==> config.mk <==
export PLATFORM = sky130hd
export DESIGN_NAME = cluster_clock_phase_gen_flat
export DESIGN_NICKNAME = d
export VERILOG_FILES = /design/src/rtl/cluster_clock_phase_gen_if.sv /design/src/rtl/cluster_clock_phase_gen.sv /design/src/flat_wrapper.sv
export SDC_FILE = /design/constraint.sdc
export NUM_CORES = 1
export LEC_CHECK = 0
export BUFFER_PORTS_ARGS = -buffer_cell sky130_fd_sc_hd__buf_2
export CORE_AREA = 2 2 72 74
export DETAILED_ROUTE_END_ITERATION = 12
export DIE_AREA = 0 0 74 76
export PLACE_DENSITY = 0.7
export SETUP_SLACK_MARGIN = 0.5
export SYNTH_ARGS = -nofsm -noshare
export SYNTH_HDL_FRONTEND = slang
export SYNTH_SLANG_ARGS = --single-unit
==> constraint.sdc <==
create_clock -name clk_i -period 2.5 [get_ports clk_i]
set_input_delay 0.125 -clock clk_i [delete_from_list [all_inputs] [get_ports clk_i]]
set_output_delay 0.125 -clock clk_i [all_outputs]
set_load 0.05 [all_outputs]
==> src/rtl/cluster_clock_phase_gen_if.sv <==
// Ratio-update handshake between the cluster control registers and the phase generator.
interface cluster_clock_phase_gen_if #(
  parameter int DIV_W = 8
);
  logic [DIV_W-1:0] div_i;
  logic             div_valid_i;
  logic             div_ready_o;
  logic [DIV_W-1:0] div_cur_o;

  modport master (output div_i, div_valid_i, input div_ready_o, div_cur_o);
  modport slave  (input div_i, div_valid_i, output div_ready_o, div_cur_o);
endinterface

==> src/rtl/cluster_clock_phase_gen.sv <==
// Integer divider producing two phase signals whose XOR is clk_i/N at 50 % duty;
// phase0 lives on the rising edge, phase1 on the falling edge.
module cluster_clock_phase_gen #(
  parameter int DIV_W     = 8,
  parameter int DIV_RESET = 1
) (
  input  logic                      clk_i,
  input  logic                      rst_ni,
  input  logic                      clk_en_i,
  cluster_clock_phase_gen_if.slave  ctrl,
  output logic                      phase0_o,
  output logic                      phase1_o
);

  localparam logic [DIV_W-1:0] L_DIV_RST = DIV_W'(DIV_RESET);
  localparam logic [DIV_W-1:0] L_ONE     = DIV_W'(1);

  logic [DIV_W-1:0] r_cnt;
  logic [DIV_W-1:0] r_div_cur;
  logic [DIV_W-1:0] r_pend;
  logic             r_pend_vld;
  logic             r_ready;
  logic             r_applied;
  logic             r_phase0;
  logic             r_phase1;

  logic [DIV_W-1:0] w_half;
  logic [DIV_W-1:0] w_last;
  logic [DIV_W-1:0] w_cnt_inc;
  logic [DIV_W-1:0] w_cnt_nxt;
  logic [DIV_W-1:0] w_div_req;
  logic             w_odd;
  logic             w_boundary;
  logic             w_wrap;
  logic             w_apply;
  logic             w_xfer;
  logic             w_tog0;
  logic             w_tog1;

  always_comb begin
    // NOTE: every signal gets a default first so no path can infer a latch.
    w_cnt_nxt  = r_cnt;
    w_half     = r_div_cur >> 1;
    w_odd      = r_div_cur[0];
    w_last     = r_div_cur - L_ONE;
    w_cnt_inc  = r_cnt + L_ONE;
    w_boundary = (r_cnt == w_last);
    w_wrap     = w_boundary & clk_en_i;
    w_apply    = w_wrap & r_pend_vld;
    w_xfer     = ctrl.div_valid_i & r_ready;
    w_div_req  = (ctrl.div_i == '0) ? L_ONE : ctrl.div_i;

    if (w_wrap)           w_cnt_nxt = '0;
    else if (!w_boundary) w_cnt_nxt = w_cnt_inc;

    w_tog0 = w_wrap | (~w_odd & ~w_boundary & (w_cnt_inc == w_half));
    // Guarding on the XOR being high keeps a held N=1 counter (cnt == H == 0) from pulsing.
    w_tog1 = w_odd & (r_cnt == w_half) & (r_phase0 ^ r_phase1);
  end

  // NOTE: sequential state uses non-blocking assignments so all flops see pre-edge values.
  always_ff @(posedge clk_i or negedge rst_ni) begin
    if (!rst_ni) begin
      r_cnt      <= L_DIV_RST - L_ONE;
      r_div_cur  <= L_DIV_RST;
      r_pend     <= L_DIV_RST;
      r_pend_vld <= 1'b0;
      r_ready    <= 1'b1;
      r_applied  <= 1'b0;
      r_phase0   <= 1'b0;
    end else begin
      r_cnt     <= w_cnt_nxt;
      r_applied <= w_apply;
      if (w_tog0) r_phase0 <= ~r_phase0;
      if (w_apply) r_div_cur <= r_pend;

      if (w_xfer) begin
        r_pend     <= w_div_req;
        r_pend_vld <= 1'b1;
      end else if (w_apply) begin
        r_pend_vld <= 1'b0;
      end

      if (w_xfer)         r_ready <= 1'b0;
      else if (r_applied) r_ready <= 1'b1;
    end
  end

  always_ff @(negedge clk_i or negedge rst_ni) begin
    if (!rst_ni)     r_phase1 <= 1'b0;
    else if (w_tog1) r_phase1 <= ~r_phase1;
  end

  assign phase0_o         = r_phase0;
  assign phase1_o         = r_phase1;
  assign ctrl.div_ready_o = r_ready;
  assign ctrl.div_cur_o   = r_div_cur;

endmodule

==> src/flat_wrapper.sv <==
// flat-port wrapper written by rule: the top's interface ports become plain ports
module cluster_clock_phase_gen_flat 
#(
  parameter int DIV_W     = 8,
  parameter int DIV_RESET = 1
)
  (clk_i, rst_ni, clk_en_i, phase0_o, phase1_o, ctrl_div_i, ctrl_div_valid_i, ctrl_div_ready_o, ctrl_div_cur_o);
  cluster_clock_phase_gen_if #(.DIV_W(DIV_W)) ctrl_i ();
  input  logic clk_i;
  input  logic rst_ni;
  input  logic clk_en_i;
  output logic phase0_o;
  output logic phase1_o;
  input wire logic [$bits(ctrl_i.div_i)-1:0] ctrl_div_i;
  input wire logic [$bits(ctrl_i.div_valid_i)-1:0] ctrl_div_valid_i;
  output wire logic [$bits(ctrl_i.div_ready_o)-1:0] ctrl_div_ready_o;
  output wire logic [$bits(ctrl_i.div_cur_o)-1:0] ctrl_div_cur_o;
  assign ctrl_i.div_i = ctrl_div_i;
  assign ctrl_i.div_valid_i = ctrl_div_valid_i;
  assign ctrl_div_ready_o = ctrl_i.div_ready_o;
  assign ctrl_div_cur_o = ctrl_i.div_cur_o;
  cluster_clock_phase_gen #(.DIV_W(DIV_W), .DIV_RESET(DIV_RESET)) u_core (.clk_i(clk_i), .rst_ni(rst_ni), .clk_en_i(clk_en_i), .ctrl(ctrl_i), .phase0_o(phase0_o), .phase1_o(phase1_o));
endmodule
==> metrics.yaml <==
floorplan:
  io_pins: 23
  rows: 26
  die_area_mm2: 0.00562
  dieWidth_um: 74
  start_util: 0.386
  placeableCoreArea_mm2: 0.00491
  die_y_um: 76
timing:
  worstMarginPinSlew_ps: 525
  setup_viol: 1
  hold_ws_ps: 28.0
  hold_violations: 0
  fin_worst_skew_ps: 11.5
  rsz0062_at_grt: "yes"
  setup_slack_ps: -560
  maxSlewViolCount: 0
  relSlewSlack: 0.646
job:
  maxCapViolations: 0
global_routing:
  grt_pass1_vias: 1735
  grt_pass1_wl_um: 8880
  grtUsageTotal: 0.211
  grt_max_degree: 29
  grt_antenna_before_repair: 0
  grt_remaining_overflow: 0
critical_path:
  arrival_ps: 1950
  crit_path_max_fanout: 2
  required_ps: 1390
  endpoint: "u_core.phase1_o"
  cp-end-kind: "register"
  rrSetupSlack_ps: -560
  r2r-end: "u_core.phase1_o"
  startpoint: "u_core.r_cnt[5]"
  reg2regPathDepth: 5
  regToRegStartpoint: "u_core.r_cnt[5]"
  critPathLaunchType: "register"
  criticalPathCategory: "reg2reg"
detailed_routing:
  drt_iter0_markers: 99
  postRouteAntennaNets: 0
  wl_met1_um: 2130
  drt-wirelength-per-cell_um: 16.7
  routed.top_layer: "met4"
  met2_length_um: 2660
  firstDrtPassIters: 4
  viasPerCell: 5.40
  wirelength_um: 5250
  post-route-drc-count: 0
  dr_wl_met3_um: 267
  vias: 1701
final_layout:
  layout_commonest_cell: "buf_4"
  layout.cells.non_filler: 315
  n_antenna_cell: 0
  drive_gt1_frac: 0.498
  num-fill-cells: 414
  final_util: 0.551
  final_cell_mix: "27 x buf_4, 23 x dfrtp_1, 21 x buf_2"
  design_area_mm2: 0.00271
  nets: 258
  area_growth_pct: 42.6
cts:
  cts-root-buf: "clkbuf_8"
  clock_latency_ps: 290
  clk_path_buf_depth: 2
  h-tree-depth: 2
  cts_buffers: 5
  cts_tree: "yes"
  clkSinkCount: 29
  cts.clk_slew.worst_paths_ps: 60
synth:
  synthDistinctLibCells: 54
  synth-edff-count: 0
  synth_seq_cells: 29
  ys_warn_count: 0
  netlist_area_mm2: 0.00190
  synth_top_area_cell: "dfrtp_1"
  ys_top_cells_by_area: "dfrtp_1 33%, mux2_2 10%, xnor2_1 5.1%"
  ys_seq_area_frac: 0.385
  synth_top_area_frac: 0.330
  syn_nets: 204
  synthFlopType: "dfrtp_1"
  synth_async_sr_flop_share: 1.00
  synth.avg_cell_area_um2: 9.98
  netlist_instances: 190
power:
  switching_power_uw: 208
  swShare: 0.200
  p_seq_frac: 0.479
  ir_worst_vdd_mv: 0.433
  comb_power_share: 0.042
  leakage_nw: 1.19
  p_per_area_mw_per_mm2: 385
  p_int_uw: 833
  clkPwrFrac: 0.479
status:
  failed_checks: "setup timing"
  status: "finished, violations left"
placed_design:
  place_hpwl_um: 3550
  port_buffers: 22
  post-place-ws_ps: -595
  gp_congestion: 0.862
  place_area_mm2: 0.00227
  placedCellCount: 295
min_path:
  hp-class: "in2reg"
-- synth_stat cells, types with 3 or more instances --
cell type and count:
xor2_1 10, o21ai_0 6, a21oi_1 8, mux2_2 17, nand2b_1 4, inv_1 7
nor2_1 8, dfstp_2 3, nor2b_1 5, nor3b_1 3, buf_2 6, xnor2_1 11
nand2_1 7, dfrtp_1 25, nand4_1 4, clkbuf_1 3, nor3_1 10, and3_1 3
nand3_1 4
-- flip-flops by register name, indices dropped and copies added, names as in the netlist --
| register | flops |
|---|---|
| u_core.ctrl.div_cur_o | 8 |
| u_core.ctrl.div_ready_o | 1 |
| u_core.phase1_o | 1 |
| u_core.phase0_o | 1 |
| u_core.r_pend | 8 |
| u_core.r_pend_vld | 1 |
| u_core.r_applied | 1 |
| u_core.r_cnt | 8 |
-- logic make-up after synthesis --
group / Yosys count / synth area share
xor+xnor: 22 / 0.109
fa+ha+maj: 2 / 0.0132
buf+inv: 20 / 0.0521
compound gates: 38 / 0.143
mux: 18 / 0.106
flops: 29 / 0.385
simple gates: 61 / 0.192
-- worst min path at each step --
| stage | cells after the start | startpoint | slack (ps) | endpoint |
|---|---|---|---|---|
| floorplan | 0 | rst_ni | -170 | u_core.ctrl.div_cur_o[1] |
| global placement | 2 | rst_ni | 230 | u_core.r_cnt[2] |
| detailed placement | 2 | rst_ni | 210 | u_core.r_cnt[2] |
| CTS | 2 | ctrl_div_valid_i | 20 | u_core.ctrl.div_ready_o |
| global route | 2 | ctrl_div_valid_i | 50 | u_core.ctrl.div_ready_o |
| finish | 2 | ctrl_div_valid_i | 30 | u_core.ctrl.div_ready_o |
-- worst max-delay path, cell delays in order, from the launching register on --
cell	delay (ps)
dfrtp_1	410
xnor2_2	160
nand2_1	60
or4_4	530
nor4_2	160
mux2_2	350
-- stage by stage --
step	setup TNS [ps]	power, mW
final	-560	1.04
after global routing	-676	1.08
after CTS	-560	1.05
after detailed placement	-614	0.547
after global placement	-568	0.545
after floorplan	-1300	0.520
-- area by class of cell --
type | count | area (µm²) | area share
repair buffers | 59 | 430 | 0.159
well taps | 70 | 87.6 | 0.0324
clock buffers | 7 | 86.3 | 0.0319
clock inverters | 1 | 30.0 | 0.0111
flip-flops and latches | 29 | 732 | 0.271
multi-input cells | 142 | 1310 | 0.485
inverters | 7 | 26.3 | 0.00971
-- repair_timing --
item                       CTS  global route
pin swaps                    9             2
hold endpoints to repair    25             0
setup endpoints to repair   21            21
setup buffers                9             1
gates resized for setup     45             4
hold buffers                 1             0
cloned                       1             0
-- power by group through the flow --
stage / combinational (mW) / clock (mW) / sequential (mW)
floorplan: 0.0181 / 0 / 0.502
global placement: 0.0405 / 0 / 0.505
detailed placement: 0.0414 / 0 / 0.506
CTS: 0.0446 / 0.508 / 0.499
global route: 0.0500 / 0.528 / 0.501
finish: 0.0433 / 0.499 / 0.499
-- routing by layer --
metal / vias up / track usage
met5: - / 0
met4: 0 / 0.102
met3: 17 / 0.0503
met2: 57 / 0.341
met1: 825 / 0.259
li1: 802 / -
No activity file was read; power rests on OpenSTA's default activity.
